File: config.mk
export PLATFORM = sky130hd
export DESIGN_NAME = ej32_mem_arb
export DESIGN_NICKNAME = d
export VERILOG_FILES = /design/src/rtl/ej32_mem_arb.sv
export SDC_FILE = /design/constraint.sdc
export NUM_CORES = 1
export LEC_CHECK = 0
export CAP_MARGIN = 20
export CORE_UTILIZATION = 39
export DETAILED_ROUTE_END_ITERATION = 7
export PLACE_DENSITY = 0.89
export SLEW_MARGIN = 5
export SYNTH_ARGS = -nofsm -noshare
export SYNTH_HDL_FRONTEND = slang
export SYNTH_SLANG_ARGS = --single-unit
export TNS_END_PERCENT = 5
File: constraint.sdc
create_clock -name clk -period 3.95 [get_ports clk]
set_input_delay 0.5925 -clock clk [delete_from_list [all_inputs] [get_ports clk]]
set_output_delay 0.5925 -clock clk [all_outputs]
set_load 0.01 [all_outputs]
File: src/rtl/ej32_mem_arb.sv
// eJ32 byte RAM port owner: boots the eForth ROM image into RAM,
// then arbitrates the port between the CPU and a debug/host port.
//
// Ports:
//   clk, rst                    clock, async active-high reset
//   rom_a / rom_d               boot ROM address out, data in
//   ram_a/ram_we/ram_vi/ram_vo  byte RAM port
//   cpu_req/a/we/vi/vo, hold    CPU load/store path and stall
//   dbg_req/a/we/vi/gnt/vld/vo  debug/host access port
//   boot_done                   image copy finished (sticky)
module ej32_mem_arb #(
  parameter int ASZ        = 16,
  parameter int ROM_SZ     = 8192,
  parameter int ROM_WAIT   = 3,
  parameter int STARVE_MAX = 15
) (
  input  logic           clk,
  input  logic           rst,
  output logic [ASZ-1:0] rom_a,
  input  logic [7:0]     rom_d,
  output logic [ASZ-1:0] ram_a,
  output logic           ram_we,
  output logic [7:0]     ram_vi,
  input  logic [7:0]     ram_vo,
  input  logic           cpu_req,
  input  logic [ASZ-1:0] cpu_a,
  input  logic           cpu_we,
  input  logic [7:0]     cpu_vi,
  output logic [7:0]     cpu_vo,
  output logic           cpu_hold,
  input  logic           dbg_req,
  input  logic [ASZ-1:0] dbg_a,
  input  logic           dbg_we,
  input  logic [7:0]     dbg_vi,
  output logic           dbg_gnt,
  output logic           dbg_vld,
  output logic [7:0]     dbg_vo,
  output logic           boot_done
);

  typedef enum logic [1:0] {
    BOOT = 2'd0,
    RUN  = 2'd1,
    DBG  = 2'd2
  } st_t;

  localparam int WW = (ROM_WAIT > 0) ?
    $clog2(ROM_WAIT + 1) : 1;
  localparam int SW = (STARVE_MAX > 0) ?
    $clog2(STARVE_MAX + 1) : 1;

  localparam logic [ASZ-1:0] LAST  = ASZ'(ROM_SZ - 1);
  localparam logic [WW-1:0]  WLAST = WW'(ROM_WAIT);
  localparam logic [SW-1:0]  SLAST = SW'(STARVE_MAX);

  st_t            state, nstate;
  logic [ASZ-1:0] baddr, nbaddr;
  logic [WW-1:0]  wcnt, nwcnt;
  logic [SW-1:0]  scnt, nscnt;
  logic           vld_q;
  logic [7:0]     vo_q;
  logic           copy;
  logic           dgrant;

  // Last wait cycle of a byte: rom_d is valid now.
  assign copy   = (wcnt == WLAST);
  assign dgrant = dbg_req & ~cpu_req;

  always_ff @(posedge clk or posedge rst) begin
    if (rst) begin
      state <= BOOT;
      baddr <= '0;
      wcnt  <= '0;
      scnt  <= '0;
      vld_q <= 1'b0;
      vo_q  <= '0;
    end else begin
      state <= nstate;
      baddr <= nbaddr;
      wcnt  <= nwcnt;
      scnt  <= nscnt;
      vld_q <= dbg_gnt & ~dbg_we;
      if (vld_q)
        vo_q <= ram_vo;
    end
  end

  always_comb begin
    nstate = state;
    nbaddr = baddr;
    nwcnt  = wcnt;
    nscnt  = scnt;
    unique case (state)
      BOOT: begin
        if (copy) begin
          nwcnt  = '0;
          nbaddr = baddr + 1'b1;
          if (baddr == LAST)
            nstate = RUN;
        end else begin
          nwcnt = wcnt + 1'b1;
        end
      end
      RUN: begin
        if (dbg_req && cpu_req) begin
          nscnt = scnt + 1'b1;
          if (scnt + 1'b1 == SLAST)
            nstate = DBG;
        end else begin
          nscnt = '0;
        end
      end
      DBG: begin
        nstate = RUN;
        nscnt  = '0;
      end
      default: nstate = RUN;
    endcase
  end

  always_comb begin
    ram_a    = '0;
    ram_we   = 1'b0;
    ram_vi   = '0;
    cpu_hold = 1'b1;
    dbg_gnt  = 1'b0;
    unique case (state)
      BOOT: begin
        ram_a = baddr;
        // With zero ROM latency every boot cycle writes;
        // keep the strobe quiet while reset is held.
        if (copy && !rst) begin
          ram_we = 1'b1;
          ram_vi = rom_d;
        end
      end
      RUN: begin
        cpu_hold = 1'b0;
        if (dgrant) begin
          ram_a   = dbg_a;
          ram_we  = dbg_we;
          ram_vi  = dbg_vi;
          dbg_gnt = 1'b1;
        end else begin
          ram_a  = cpu_a;
          ram_vi = cpu_vi;
          ram_we = cpu_req & cpu_we;
        end
      end
      DBG: begin
        ram_a   = dbg_a;
        ram_we  = dbg_we;
        ram_vi  = dbg_vi;
        dbg_gnt = 1'b1;
      end
      default: ;
    endcase
  end

  assign rom_a     = baddr;
  assign cpu_vo    = ram_vo;
  assign boot_done = (state != BOOT);
  assign dbg_vld   = vld_q;
  // RAM data lands one cycle after the grant; hold it afterwards.
  assign dbg_vo    = vld_q ? ram_vo : vo_q;

endmodule

==> results by group, run 1 <==
Clocking
  – PostCTS Resize Cnt: 0
  – Clock latency on the worst-skew pair: 0.27 ns
  – Total setup buffers inserted after CTS: 0
  – CTS Buf Count: 5
  – Root buf cell: clkbuf_8
  – CTS HTree Levels: 2
  – # hold bufs at CTS: 0
  – Clock Pin Slew Worst Setup and Hold Paths: 0.06 ns
  – CTS max path bufs: 2
  – Clock tree sinks: 33
  – CTS tree: done

Floorplanning
  – Core area: 0.004880 mm2
  – Die Wd: 74.16 um
  – Initial core utilization: 41.62%
  – FP Rows: 25
  – Die area: approximately 0.0055 mm2
  – I/O Pins: 131
  – Die extent in y: 74.16 um

Synthesis
  – Synth area leaders: dfrtp_1, a222oi_1, mux2_2, nor2_1, xnor2_1
  – Synth unique cells: 38
  – Syn_nets: 279
  – Yosys top cell by area: dfrtp_1
  – Synthesized flop and latch total: 33
  – Ys flop type: dfrtp_1
  – Cell Area, Synth: 0.002031 mm2
  – Synth warn: 0
  – Synth cell count leaders: dfrtp_1, nor2_1, a222oi_1
  – Post-synthesis async set-or-reset flop share: 100.0%
  – Syn Area/Cell: 10.10 um2
  – Most frequent cell after synthesis: dfrtp_1
  – Top cell type's share of synthesized area: 40.67%
  – EDFF count, synth: 0
  – Mapped Cells: 201
  – Sequential fraction of the synthesis area: 40.67%

Place
  – Placement Cell Area: 0.003308 mm2
  – Final Wtd Congestion: 0.7825
  – Detail Placement HPWL: around 4800 um
  – Dpl cells: 382
  – PortBufs: 130

Power and ir drop
  – Clock Power Share: 27.9%
  – Switching fraction of total power: 23.75%
  – Switch Pwr: 0.1987 mW
  – Worst VDD drop: 131.1 uV
  – PD cells: around 250 mW/mm2
  – Internal: approximately 0.64 mW
  – Logic pwr share: 29.1%
  – Sequential power share: roughly 43%
  – Leak pwr: ~1.5 nW

Global route
  – First-pass GRT wire length: 9584 um
  – Largest net degree at the start of global routing: 26
  – Initial antenna violation count: 0
  – Vias in the first global route: around 2100
  – Grt ovf: 0
  – Total GRT Usage: 22.86%

Min path
  – Min-delay worst type: flop to flop

Final layout
  – Final Non-Filler Cells: 390
  – Area grow syn2layout: 66.85%
  – Post-Layout Inst Area: 0.003388 mm2
  – Footprint of the multi-input gates: between 0.001 and 0.0015 mm2
  – Filler cells: around 400
  – Sequential cell area: 825.8 um2
  – N_diodes: 0
  – Share of layout cells above drive strength 1: 7.740%
  – # nets final: 400

Critical path
  – Crit path capture type: output pin
  – CP peak stage delay: between 0.5 and 0.6 ns
  – CP Max Fanout: 21
  – Crit path buf inv count: 3
  – CP Data Required Time: 3.36 ns
  – Crit Path Class: input port to output pin
  – CP startpoint kind: input port
  – Top cell by count, worst path: clkdlybuf4s50_1
  – Cell family with the largest share of critical-path delay: buffers and inverters
  – R2R setup slack: 2.22 ns
  – Worst EP arrival: 2.67 ns
  – Crit path cell chain: clkdlybuf4s50_1, nor2b_1, a21o_1, buf_4, a222oi_1, nor2_1, clkdlybuf4s50_1
  – Critical path's slowest cell: clkdlybuf4s50_1

STA
  – # setup viols final: 0
  – Setup Skew: 0.003635 ns
  – RSZ-0062 raised after global routing: false
  – WHS: 0.4955 ns
  – Final Hold Vio Count: 0
  – Final critical-path share of the clock period: 82.69%
  – Minimum clock period: 3.266 ns
  – Setup TNS: 0 ns
  – Slew HR: between 30% and 40%
  – Slew Limit Fails: 0
  – FMAX: 0.3062 GHz
  – Slew @ Worst Pin: ~0.94 ns

Detailed routing
  – DR pass1 iterations: 6
  – Routed vias/inst: 5.531
  – First DRT Iteration DRCs: 164
  – Routed wire per std cell: about 16 um
  – Antenna Nets Post-Route: 0
  – Post-route DRC violation count: 0
  – DRT Wirelength: 6141 um
  – Via count: 2157

Run status
  – Result of the run: finished clean

Run
  – MaxCap Viol Count: 0
[worst reg2reg max path, delay by kind of cell, from the launching register on]
| kind | cells | cell delay [ns] |
|---|---|---|
| AOI/OAI and AO/OA | 2 | 0.42 |
| and+or+nand+nor | 2 | 0.51 |
| adders and majority gates | 1 | 0.21 |
| DFF | 1 | 0.46 |
[through the flow]
stage	total power, mW	util (%)	setup slack (ns)
2_1_floorplan	0.4557	-	1.802
3_3_place_gp	0.6071	67.79	0.7384
3_5_place_dp	0.6109	67.79	0.6929
4_1_cts	0.8459	69.44	0.6946
5_1_grt	0.8791	69.44	0.5146
6_report	0.8367	69.44	0.6838
[layer usage]
metal | up-vias | GRT usage [%] | share of wire [%]
li1 | 993 | - | -
met1 | 1058 | 27.59 | 41
met2 | 102 | 39.80 | 52
met3 | 4 | 6.911 | 7.0
met4 | 0 | 5.556 | 0.62
met5 | - | 0 | 0
[sequential cells by signal, indices dropped and copies added (netlist names)]
| signal | count |
|---|---|
| rom_a | 16 |
| vo_q | 8 |
| scnt | 4 |
| state | 2 |
| wcnt | 2 |
| dbg_vld | 1 |
[cells by family (layout without fill, tap and decap cells)]
family / Yosys count / after routing / synth area share, %
buffers and inverters: 27 / 149 / 8.072
flip-flops: 33 / 33 / 40.67
XOR/XNOR: 17 / 17 / 7.332
multiplexers: 11 / 11 / 6.100
adder cells (fa/ha/maj): 8 / 8 / 4.929
AO/OA/AOI/OAI: 38 / 38 / 16.39
AND/OR/NAND/NOR: 67 / 67 / 16.51
[final timing paths]
| kind | start | end | cells after the start |
|---|---|---|---|
| min reg2reg | vo_q[5]$_DFF_PP0_ | vo_q[5]$_DFF_PP0_ | 1 |
| max in group asynchronous | rst | rom_a[11]$_DFFE_PP0P_ | 3 |
| min | vo_q[5]$_DFF_PP0_ | vo_q[5]$_DFF_PP0_ | 1 |
| max reg2reg | rom_a[0]$_DFFE_PP0P_ | state[1]$_DFFE_PP0P_ | 5 |
| max | dbg_req | ram_vi[3] | 7 |
| min in group asynchronous | rst | rom_a[0]$_DFFE_PP0P_ | 2 |
[power by group through the flow]
stage | Clock, mW | Combinational (mW) | Sequential, mW
CTS | 0.240 | 0.245 | 0.361
detailed placement | 0 | 0.244 | 0.367
finish | 0.233 | 0.243 | 0.360
global placement | 0 | 0.241 | 0.366
global route | 0.256 | 0.261 | 0.362
floorplan | 0 | 0.0913 | 0.364
[cell type report]
type	instances	area share, %
timing repair buffer	134	39.29
multi-input combinational	141	30.72
sequential	33	24.37
tap	67	2.474
clock buffer	8	2.363
inverter	7	0.7755
[placed cells by master (no fill, tap or decap), types with 2 or more instances in the layout]
| cell type | Yosys | routed |
|---|---|---|
| inv_1 | 7 | 7 |
| nand3_1 | 7 | 7 |
| mux2_2 | 11 | 11 |
| dfrtp_1 | 33 | 33 |
| clkbuf_1 | 5 | 3 |
| clkbuf_8 | 0 | 5 |
| nor2b_1 | 2 | 2 |
| clkdlybuf4s50_1 | 0 | 130 |
| and3_1 | 3 | 3 |
| ha_1 | 8 | 8 |
| nand2_1 | 9 | 9 |
| a222oi_1 | 24 | 24 |
| o21ai_0 | 5 | 5 |
| xor2_1 | 5 | 5 |
| a21oi_1 | 2 | 2 |
| xnor2_1 | 12 | 12 |
| nand4_1 | 5 | 5 |
| buf_4 | 8 | 4 |
| nor2_1 | 29 | 29 |
| a21o_1 | 2 | 2 |
Note: power is estimated with default switching activity, not from simulation.
==> inputs of run 2 (changes only) <==
--- a/config.mk
+++ b/config.mk
@@ -6,9 +6,9 @@
 export NUM_CORES = 1
 export LEC_CHECK = 0
 export CAP_MARGIN = 20
-export CORE_UTILIZATION = 39
+export CORE_UTILIZATION = 37
 export DETAILED_ROUTE_END_ITERATION = 7
-export PLACE_DENSITY = 0.89
+export PLACE_DENSITY = 0.85
 export SLEW_MARGIN = 5
 export SYNTH_ARGS = -nofsm -noshare
 export SYNTH_HDL_FRONTEND = slang
==> constraint.sdc (replaced) <==
create_clock -name clk -period 3.4 [get_ports clk]
set_input_delay 0.51 -clock clk [delete_from_list [all_inputs] [get_ports clk]]
set_output_delay 0.51 -clock clk [all_outputs]
set_load 0.01 [all_outputs]
==> results by group, run 2 (synthesis gave the netlist of run 1 again) <==
Final layout
  – Most common cell after layout, fill and taps aside: clkdlybuf4s50_1
  – Final Non-Filler Cells: 395
  – N_diodes: 0
  – # nets final: 402
  – Most frequent cells in the layout: clkdlybuf4s50_1, dfrtp_1, nor2_1, a222oi_1, xnor2_1
  – Share of layout cells above drive strength 1: 9.231%
  – Max reg flops: 16
  – Area grow syn2layout: 69.44%

Critical path
  – Cell depth of the worst flop-to-flop path: 6
  – Reg2reg end: rom_a[7]$_DFFE_PP0P_
  – Critical path endpoint: ram_vi[4]
  – CP Data Required Time: 2.89 ns
  – CP Max Fanout: 16
  – Crit path from: state[1]$_DFFE_PP0P_
  – R2R Path Start: state[1]$_DFFE_PP0P_
  – Crit Path Class: flop to output pin
  – Worst EP arrival: about 2.6 ns
  – CP startpoint kind: flop
  – Crit path capture type: output pin
  – R2R setup slack: about 1.6 ns

Min path
  – Min-delay worst type: flop to flop

Floorplanning
  – FP Rows: 26
  – Die extent in y: about 76 um
  – Core area: between 0.005 and 0.006 mm2
  – I/O Pins: 131
  – Die Wd: between 70 and 80 um
  – Die area: 0.005789 mm2
  – Initial core utilization: 39.01%

Global route
  – Total GRT Usage: 22.69%
  – Initial antenna violation count: 0
  – Vias in the first global route: 2186
  – Largest net degree at the start of global routing: 24
  – Grt ovf: 0
  – First-pass GRT wire length: 10480 um

STA
  – Minimum clock period: 3.115 ns
  – Setup TNS: 0 ns
  – Slew @ Worst Pin: 0.6841 ns
  – Final critical-path share of the clock period: 91.61%
  – Final Hold Vio Count: 0
  – # setup viols final: 0
  – WHS: 0.4968 ns
  – FMAX: 0.3211 GHz
  – Slew HR: a little over half
  – Setup Skew: 0.007365 ns
  – Slew Limit Fails: 0
  – Final setup margin: 0.2853 ns
  – RSZ-0062 raised after global routing: false

Clocking
  – Clock Pin Slew Worst Setup and Hold Paths: 0.07 ns
  – CTS max path bufs: 2
  – Clock tree sinks: 33
  – CTS tree: done
  – CTS Buf Count: 5
  – # hold bufs at CTS: 0
  – PostCTS Resize Cnt: 0
  – Clock latency on the worst-skew pair: 0.28 ns
  – CTS HTree Levels: 2
  – Total setup buffers inserted after CTS: 0
  – Root buf cell: clkbuf_8

Place
  – Dpl cells: 387
  – Setup slack at placement: about 0.36 ns
  – Detail Placement HPWL: 4844 um
  – PortBufs: 130
  – Final Wtd Congestion: between 0.8 and 0.9

Detailed routing
  – DR pass1 iterations: 5
  – Via count: 2181
  – Antenna Nets Post-Route: 0
  – DRT Wirelength: 6441 um
  – Routed wire per std cell: 16.31 um
  – Routed vias/inst: around 5.5
  – First DRT Iteration DRCs: 181
  – Post-route DRC violation count: 0

Power and ir drop
  – Switching fraction of total power: 23.76%
  – Logic pwr share: 28.1%
  – Internal: 0.7813 mW
  – Clock Power Share: 31.0%
  – Sequential power share: 40.9%
  – Leak pwr: 1.486 nW
  – Switch Pwr: 0.2434 mW
  – PD cells: between 200 and 300 mW/mm2
  – Worst VDD drop: 147.8 uV

Run
  – MaxCap Viol Count: 0

Run status
  – Result of the run: finished clean
run 2: changes by cell type in the layout (fill, tap and decap cells not counted), sizes merged:
cell,delta
clkinv,+1
buf,+2
clkbuf,-1
run 2: metal layers:
layer,GRT usage (%),wire length [um],vias up
met5,0,0,-
met3,4.311,384,7
li1,-,-,996
met1,28.21,2799,1070
met2,40.27,3189,108
met4,5.769,69,0
run 2: power by group through the flow:
stage / Sequential (mW) / Combinational [mW] / Clock [mW]
after detailed placement: 0.426 / 0.289 / 0
after global placement: 0.425 / 0.285 / 0
after CTS: 0.419 / 0.290 / 0.326
after floorplan: 0.423 / 0.106 / 0
after global routing: 0.421 / 0.308 / 0.342
final: 0.419 / 0.288 / 0.318
run 2: metrics by stage:
stage / utilization, % / area, um2 / power, mW
global route: 66.11 / 3441 / 1.070
global placement: 64.16 / 3339 / 0.7100
CTS: 66.11 / 3441 / 1.035
floorplan: - / 2031 / 0.5294
finish: 66.11 / 3441 / 1.025
detailed placement: 64.16 / 3339 / 0.7149
run 2: critical path, stage by stage, from the launching register on:
cell and delay, ns:
dfrtp_1 0.41, inv_1 0.13, ha_1 0.28, inv_1 0.10, nor2_1 0.31, buf_4 0.29, a222oi_1 0.12, nor2_1 0.14
clkdlybuf4s50_1 0.54
run 2: cell type report:
| class | instances | area, um2 |
|---|---|---|
| multi-input combinational | 141 | 1041 |
| fill | 426 | 1764 |
| sequential | 33 | 825.8 |
| timing repair buffer | 136 | 1359 |
| inverter | 7 | 26.28 |
| clock buffer | 7 | 96.34 |
| clock inverter | 1 | 5.005 |
| tap | 70 | 87.58 |
run 2: how the worst min path moves through the flow:
stage	end	slack, ns	depth (start not counted)	from
2_1_floorplan	scnt[3]$_DFFE_PP0P_	0.48	1	scnt[3]$_DFFE_PP0P_
3_3_place_gp	vo_q[2]$_DFF_PP0_	0.48	1	vo_q[2]$_DFF_PP0_
3_5_place_dp	vo_q[6]$_DFF_PP0_	0.49	1	vo_q[6]$_DFF_PP0_
4_1_cts	vo_q[0]$_DFF_PP0_	0.50	1	vo_q[0]$_DFF_PP0_
5_1_grt	vo_q[0]$_DFF_PP0_	0.51	1	vo_q[0]$_DFF_PP0_
6_report	vo_q[0]$_DFF_PP0_	0.50	1	vo_q[0]$_DFF_PP0_
